## src/rtl/audio_pkg.sv

```systemverilog
// Shared audio-path definitions: CODEC sample width, sample-memory address width
// and the capture FSM state type.
package audio_pkg;
    localparam int AUDIO_W       = 24;
    localparam int SAMPLE_ADDR_W = 15;

    typedef enum logic [1:0] {
        IDLE    = 2'd0,
        CAPTURE = 2'd1,
        DONE    = 2'd2
    } cap_state_t;
endpackage

```

## src/rtl/sample_mixer.sv

```systemverilog
// Stereo-to-mono mixer: averages the two CODEC channels, truncates to DATA_W bits
// and also gives the magnitude, saturated so the most negative value still fits.
module sample_mixer
    import audio_pkg::*;
#(
    parameter int DATA_W = 16
) (
    input  logic signed [AUDIO_W-1:0] left,
    input  logic signed [AUDIO_W-1:0] right,
    output logic signed [DATA_W-1:0]  sample,
    output logic        [DATA_W-2:0]  sample_abs
);
    logic signed [AUDIO_W:0] sum_s;
    logic signed [AUDIO_W:0] mix_s;
    logic                    unused_s;

    // Mix, truncate, and take the saturated absolute value.
    always_comb begin
        sum_s  = {left[AUDIO_W-1], left} + {right[AUDIO_W-1], right};
        mix_s  = sum_s >>> 1;
        sample = mix_s[AUDIO_W-1 -: DATA_W];
        if (!sample[DATA_W-1]) begin
            sample_abs = sample[DATA_W-2:0];
        end else if (sample[DATA_W-2:0] == {(DATA_W-1){1'b0}}) begin
            sample_abs = {(DATA_W-1){1'b1}};
        end else begin
            // Only the low bits of the negation are needed once the sign is known.
            sample_abs = ~sample[DATA_W-2:0] + {{(DATA_W-2){1'b0}}, 1'b1};
        end
    end

    // The dropped fraction bits and the redundant sign bit are intentionally discarded.
    assign unused_s = ^{mix_s[AUDIO_W], mix_s[AUDIO_W-DATA_W-1:0]};
endmodule

```

## src/rtl/audio_capture.sv

```systemverilog
// Records mono, decimated CODEC ADC samples into an external sample RAM sized
// like the playback ROMs, tracking the recorded length and peak level.
module audio_capture
    import audio_pkg::*;
#(
    parameter int ADDR_W = SAMPLE_ADDR_W,
    parameter int DATA_W = 16,
    parameter int DECIM  = 1
) (
    input  logic                      CLOCK_50,
    input  logic                      reset,
    input  logic                      start,
    input  logic                      abort,
    input  logic                      read_ready,
    input  logic signed [AUDIO_W-1:0] readdata_left,
    input  logic signed [AUDIO_W-1:0] readdata_right,
    output logic                      read,
    output logic [ADDR_W-1:0]         mem_addr,
    output logic signed [DATA_W-1:0]  mem_wdata,
    output logic                      mem_we,
    output logic                      busy,
    output logic                      done,
    output logic [ADDR_W:0]           length,
    output logic [DATA_W-2:0]         peak
);
    localparam logic [7:0]        DCNT_LAST = 8'(DECIM - 1);
    localparam logic [ADDR_W-1:0] ADDR_LAST = {ADDR_W{1'b1}};
    localparam logic [ADDR_W:0]   LEN_ONE   = {{ADDR_W{1'b0}}, 1'b1};

    cap_state_t               state_r;
    logic                     start_q_r;
    logic [7:0]               dcnt_r;
    logic signed [DATA_W-1:0] sample_s;
    logic [DATA_W-2:0]        abs_s;
    logic                     start_edge_s;

    sample_mixer #(.DATA_W(DATA_W)) u_mixer (
        .left       (readdata_left),
        .right      (readdata_right),
        .sample     (sample_s),
        .sample_abs (abs_s)
    );

    // The CODEC FIFO is drained in every state so it can never overflow.
    assign read         = read_ready;
    assign start_edge_s = start & ~start_q_r;

    // Capture FSM; length doubles as the write pointer for the next store.
    always_ff @(posedge CLOCK_50) begin
        if (reset) begin
            state_r   <= IDLE;
            start_q_r <= 1'b0;
            dcnt_r    <= 8'd0;
            mem_addr  <= {ADDR_W{1'b0}};
            mem_wdata <= {DATA_W{1'b0}};
            mem_we    <= 1'b0;
            busy      <= 1'b0;
            done      <= 1'b0;
            length    <= {(ADDR_W+1){1'b0}};
            peak      <= {(DATA_W-1){1'b0}};
        end else begin
            start_q_r <= start;
            mem_we    <= 1'b0;
            case (state_r)
                IDLE: begin
                    if (start_edge_s) begin
                        state_r  <= CAPTURE;
                        busy     <= 1'b1;
                        done     <= 1'b0;
                        dcnt_r   <= 8'd0;
                        mem_addr <= {ADDR_W{1'b0}};
                        length   <= {(ADDR_W+1){1'b0}};
                        peak     <= {(DATA_W-1){1'b0}};
                    end
                end
                CAPTURE: begin
                    if (abort) begin
                        state_r <= IDLE;
                        busy    <= 1'b0;
                    end else if (read_ready && (dcnt_r == DCNT_LAST)) begin
                        dcnt_r    <= 8'd0;
                        mem_we    <= 1'b1;
                        mem_addr  <= length[ADDR_W-1:0];
                        mem_wdata <= sample_s;
                        length    <= length + LEN_ONE;
                        if (abs_s > peak) begin
                            peak <= abs_s;
                        end
                        if (length[ADDR_W-1:0] == ADDR_LAST) begin
                            state_r <= DONE;
                        end
                    end else begin
                        if (read_ready) begin
                            dcnt_r <= dcnt_r + 8'd1;
                        end
                        mem_addr <= length[ADDR_W-1:0];
                    end
                end
                DONE: begin
                    // busy drops and done rises one cycle after the final write.
                    if (!done) begin
                        done <= 1'b1;
                        busy <= 1'b0;
                    end else if (!start) begin
                        done    <= 1'b0;
                        state_r <= IDLE;
                    end
                end
                default: begin
                    state_r <= IDLE;
                    busy    <= 1'b0;
                    done    <= 1'b0;
                end
            endcase
        end
    end
endmodule
```

## config.mk

```make
export PLATFORM = sky130hd
export DESIGN_NAME = audio_capture
export DESIGN_NICKNAME = d
export VERILOG_FILES = /design/src/rtl/audio_pkg.sv /design/src/rtl/sample_mixer.sv /design/src/rtl/audio_capture.sv
export SDC_FILE = /design/constraint.sdc
export NUM_CORES = 1
export LEC_CHECK = 0
export ABC_AREA = 1
export CORE_UTILIZATION = 50
export DETAILED_ROUTE_END_ITERATION = 12
export HOLD_SLACK_MARGIN = 0.12
export PLACE_DENSITY = 0.83
export SYNTH_ARGS = -nofsm -noshare
export SYNTH_HDL_FRONTEND = slang
export SYNTH_SLANG_ARGS = --single-unit
```

## constraint.sdc

```tcl
create_clock -name CLOCK_50 -period 8.4 [get_ports CLOCK_50]
set_clock_uncertainty 0.05 [all_clocks]
set_input_delay 1.68 -clock CLOCK_50 [delete_from_list [all_inputs] [get_ports CLOCK_50]]
set_output_delay 1.68 -clock CLOCK_50 [all_outputs]
set_load 0.05 [all_outputs]
```

==> flow_summary.ini <==
[drt]
wl_met2_um = 6650
wl_met3_um = 1020
drcViolationCount = 0
dr_total_vias = 5912
top_layer = met4
wl_per_cell_um = 12.7
first_pass_iters = 5
postRouteAntennaNets = 0
avgViaCountPerCell = 5.15
drt-met1-wl_um = 6670
wl_um = 14600
drt_iter0_drc = 357

[setup_path]
cp_max_fo = 15
crit_family = simple AND/OR/NAND/NOR gates
required_ps = 8620
worstSetupEndpointType = flip-flop
cp-start-kind = input port
critPathBufInv = 3
path_depth = 27
cpPeakStageDelay_ps = 400
cpMostUsedCell = nand2_1
ff2ff_path_depth = 15
cpMaxStageDelayCell = clkdlybuf4s50_1
path_class = in -> reg
worstPathArrival_ps = 6280

[power]
power.total_mw = 1.17
power_leakage_nw = 3.32
irDropWorstVdd_uv = 145
power_density_nw_per_um2 = 161

[floorplanning]
die_x_um = 108
core_area_sq_um = 10900
rows = 38
die_h_um = 108
start_util_pct = 51.6
io_pins = 119
die_area_sq_um = 11700

[clock_network]
h-tree-depth = 3
clk_pin_slew_ps = 60
clock-sinks = 76
cts_resized = 0
tritoncts = yes
postCtsHoldBufs = 0
cts_setup_buffers = 0
cts_made_buffers = 9
clockBufferDepth = 2
root_buffer = clkbuf_16
insertion_delay_ps = 330

[placement]
place_area_sq_um = 6930
io_buffers = 118
place.gp.congestion = 0.921
post-place-ws_ps = 2070
hpwlAfterDp_um = 11300

[layout]
n_antenna_cell = 0
synthToLayoutAreaGrowth_pct = 28.3
fin_area_sq_um = 7240
fin_nets = 1099
drive_gt1_share_pct = 8.03

[logic_synthesis]
synth-xor-area-share_pct = 0.466
yosysSeqAreaShare_pct = 27.0
synthAdderAreaFrac_pct = 9.31
yosysWarnings = 0
syn_avg_cell_area_sq_um = 6.33
synth_cell_types = 46
syn_nets = 987
ys_ff_latch = 76
syn_inst = 892
synth-simple-area-share_pct = 36.6
syn-cell-area_sq_um = 5640
synth-compound-area-share_pct = 15.3
yosys.area.top_type_share_pct = 27.0
synth_area_leader_cell = dfxtp_1
yosys-mux-area-fraction_pct = 0
synth_top_family_by_area = simple AND/OR/NAND/NOR gates
synthTopCellsByArea = dfxtp_1 27%, nand2_1 18%, ha_1 9.3%, inv_1 8.5%, a21oi_1 6.8%

[timing]
finalSetupViolCount = 0
timing.final.ws_setup_ps = 2330
setup_tns_ps = 0
rsz0062_at_grt = false
tightestPinTransition_ps = 839
min_period_over_period_pct = 72.2
period_minus_slack_ps = 6070
finalHoldViolations = 0
slew_headroom_pct = 44.0
drv_slew = 0
fmax_ghz = 0.165

[outcome]
outcome = completed

[hold_path]
min_path_type = reg -> reg
hold_depth = 2

[global_routing]
antenna_found_initial = 0
grt_pass1_wl_um = 24900
grt_max_degree = 34
first_global_vias = 5586
gr-total-overflow = 0
grt_usage_pct = 26.6

[run]
max-cap-violations = 0
flip-flops by register name (all words and copies together), names as in the netlist:
name,flops
mem_addr,15
peak,15
length,16
state_r,2
start_q_r,1
done,1
mem_wdata,16
dcnt_r,8
busy,1
mem_we,1
cells in the mapped netlist (all sizes together):
cell type	n
o211a	1
nor3	13
nand4	11
nor3b	1
nand3	69
nand3b	5
clkbuf	13
ha	42
o2111ai	1
xor2	3
buf	6
a31oi	2
and3	1
o211ai	16
o31ai	1
a211oi	6
o21bai	2
nor4	2
a21oi	81
clkinv	1
o21a	3
dfxtp	76
a21o	1
nor2	75
o21ai	35
nand2	277
and2	1
inv	147
cells by family after synthesis:
| group | count (synthesis) |
|---|---|
| and+or+nand+nor | 455 |
| buffers and inverters | 167 |
| adders and majority gates | 42 |
| DFF | 76 |
| xor gates and xnor gates | 3 |
| AOI/OAI and AO/OA | 149 |
worst register-to-register path, delay by kind of cell (launching register included):
kind	cells	cell delay [ps]
and+or+nand+nor	10	1600
AOI/OAI and AO/OA	2	390
DFF	1	370
buffers and inverters	3	350
final timing paths:
| path | startpoint | slack, ps | end |
|---|---|---|---|
| worst max-delay path | readdata_left[9] | 2330 | peak[1] |
| worst min-delay path | mem_addr[12] | 410 | mem_addr[12] |
| worst max register to register | state_r[0] | 5530 | length[15] |
| worst min register to register | mem_addr[12] | 410 | mem_addr[12] |
where the power goes:
group	switching (mW)	internal (mW)	total [mW]
clock network	0.153	0.248	0.402
registers	0.00755	0.372	0.379
logic	0.247	0.139	0.386
per-stage QoR:
step / util [%] / hold WS [ps] / instances
2_1_floorplan: - / 407 / 892
3_3_place_gp: 63.4 / 400 / 1133
3_5_place_dp: 63.4 / 404 / 1133
4_1_cts: 66.2 / 414 / 1149
5_1_grt: 66.2 / 429 / 1149
6_report: 66.2 / 411 / 1149
area by class of cell:
| class | instances | area (sq um) |
|---|---|---|
| tap | 140 | 175 |
| clock buffer | 12 | 256 |
| clock inverter | 4 | 55.1 |
| fill | 1004 | 3690 |
| inverter | 148 | 558 |
| sequential | 76 | 1520 |
| multi-input combinational | 649 | 3480 |
| timing repair buffer | 120 | 1200 |
placed cells by master, fill, tap and decap left out, types with 11 or more instances in the layout:
cell	netlist	layout
nand2_1	267	267
inv_1	128	128
clkdlybuf4s50_1	0	118
a21oi_1	77	77
dfxtp_1	76	76
nor2_1	63	62
nand3_1	58	58
ha_1	42	42
o21ai_0	32	32
inv_2	18	18
o211ai_1	16	16
nand3_2	11	11
routing by layer:
layer	vias to the layer above	track usage (%)
met3	21	6.27
met5	-	0
met4	0	7.34
met2	172	44.5
met1	2610	34.0
li1	3109	-
Note: power is estimated with default switching activity, not from simulation.
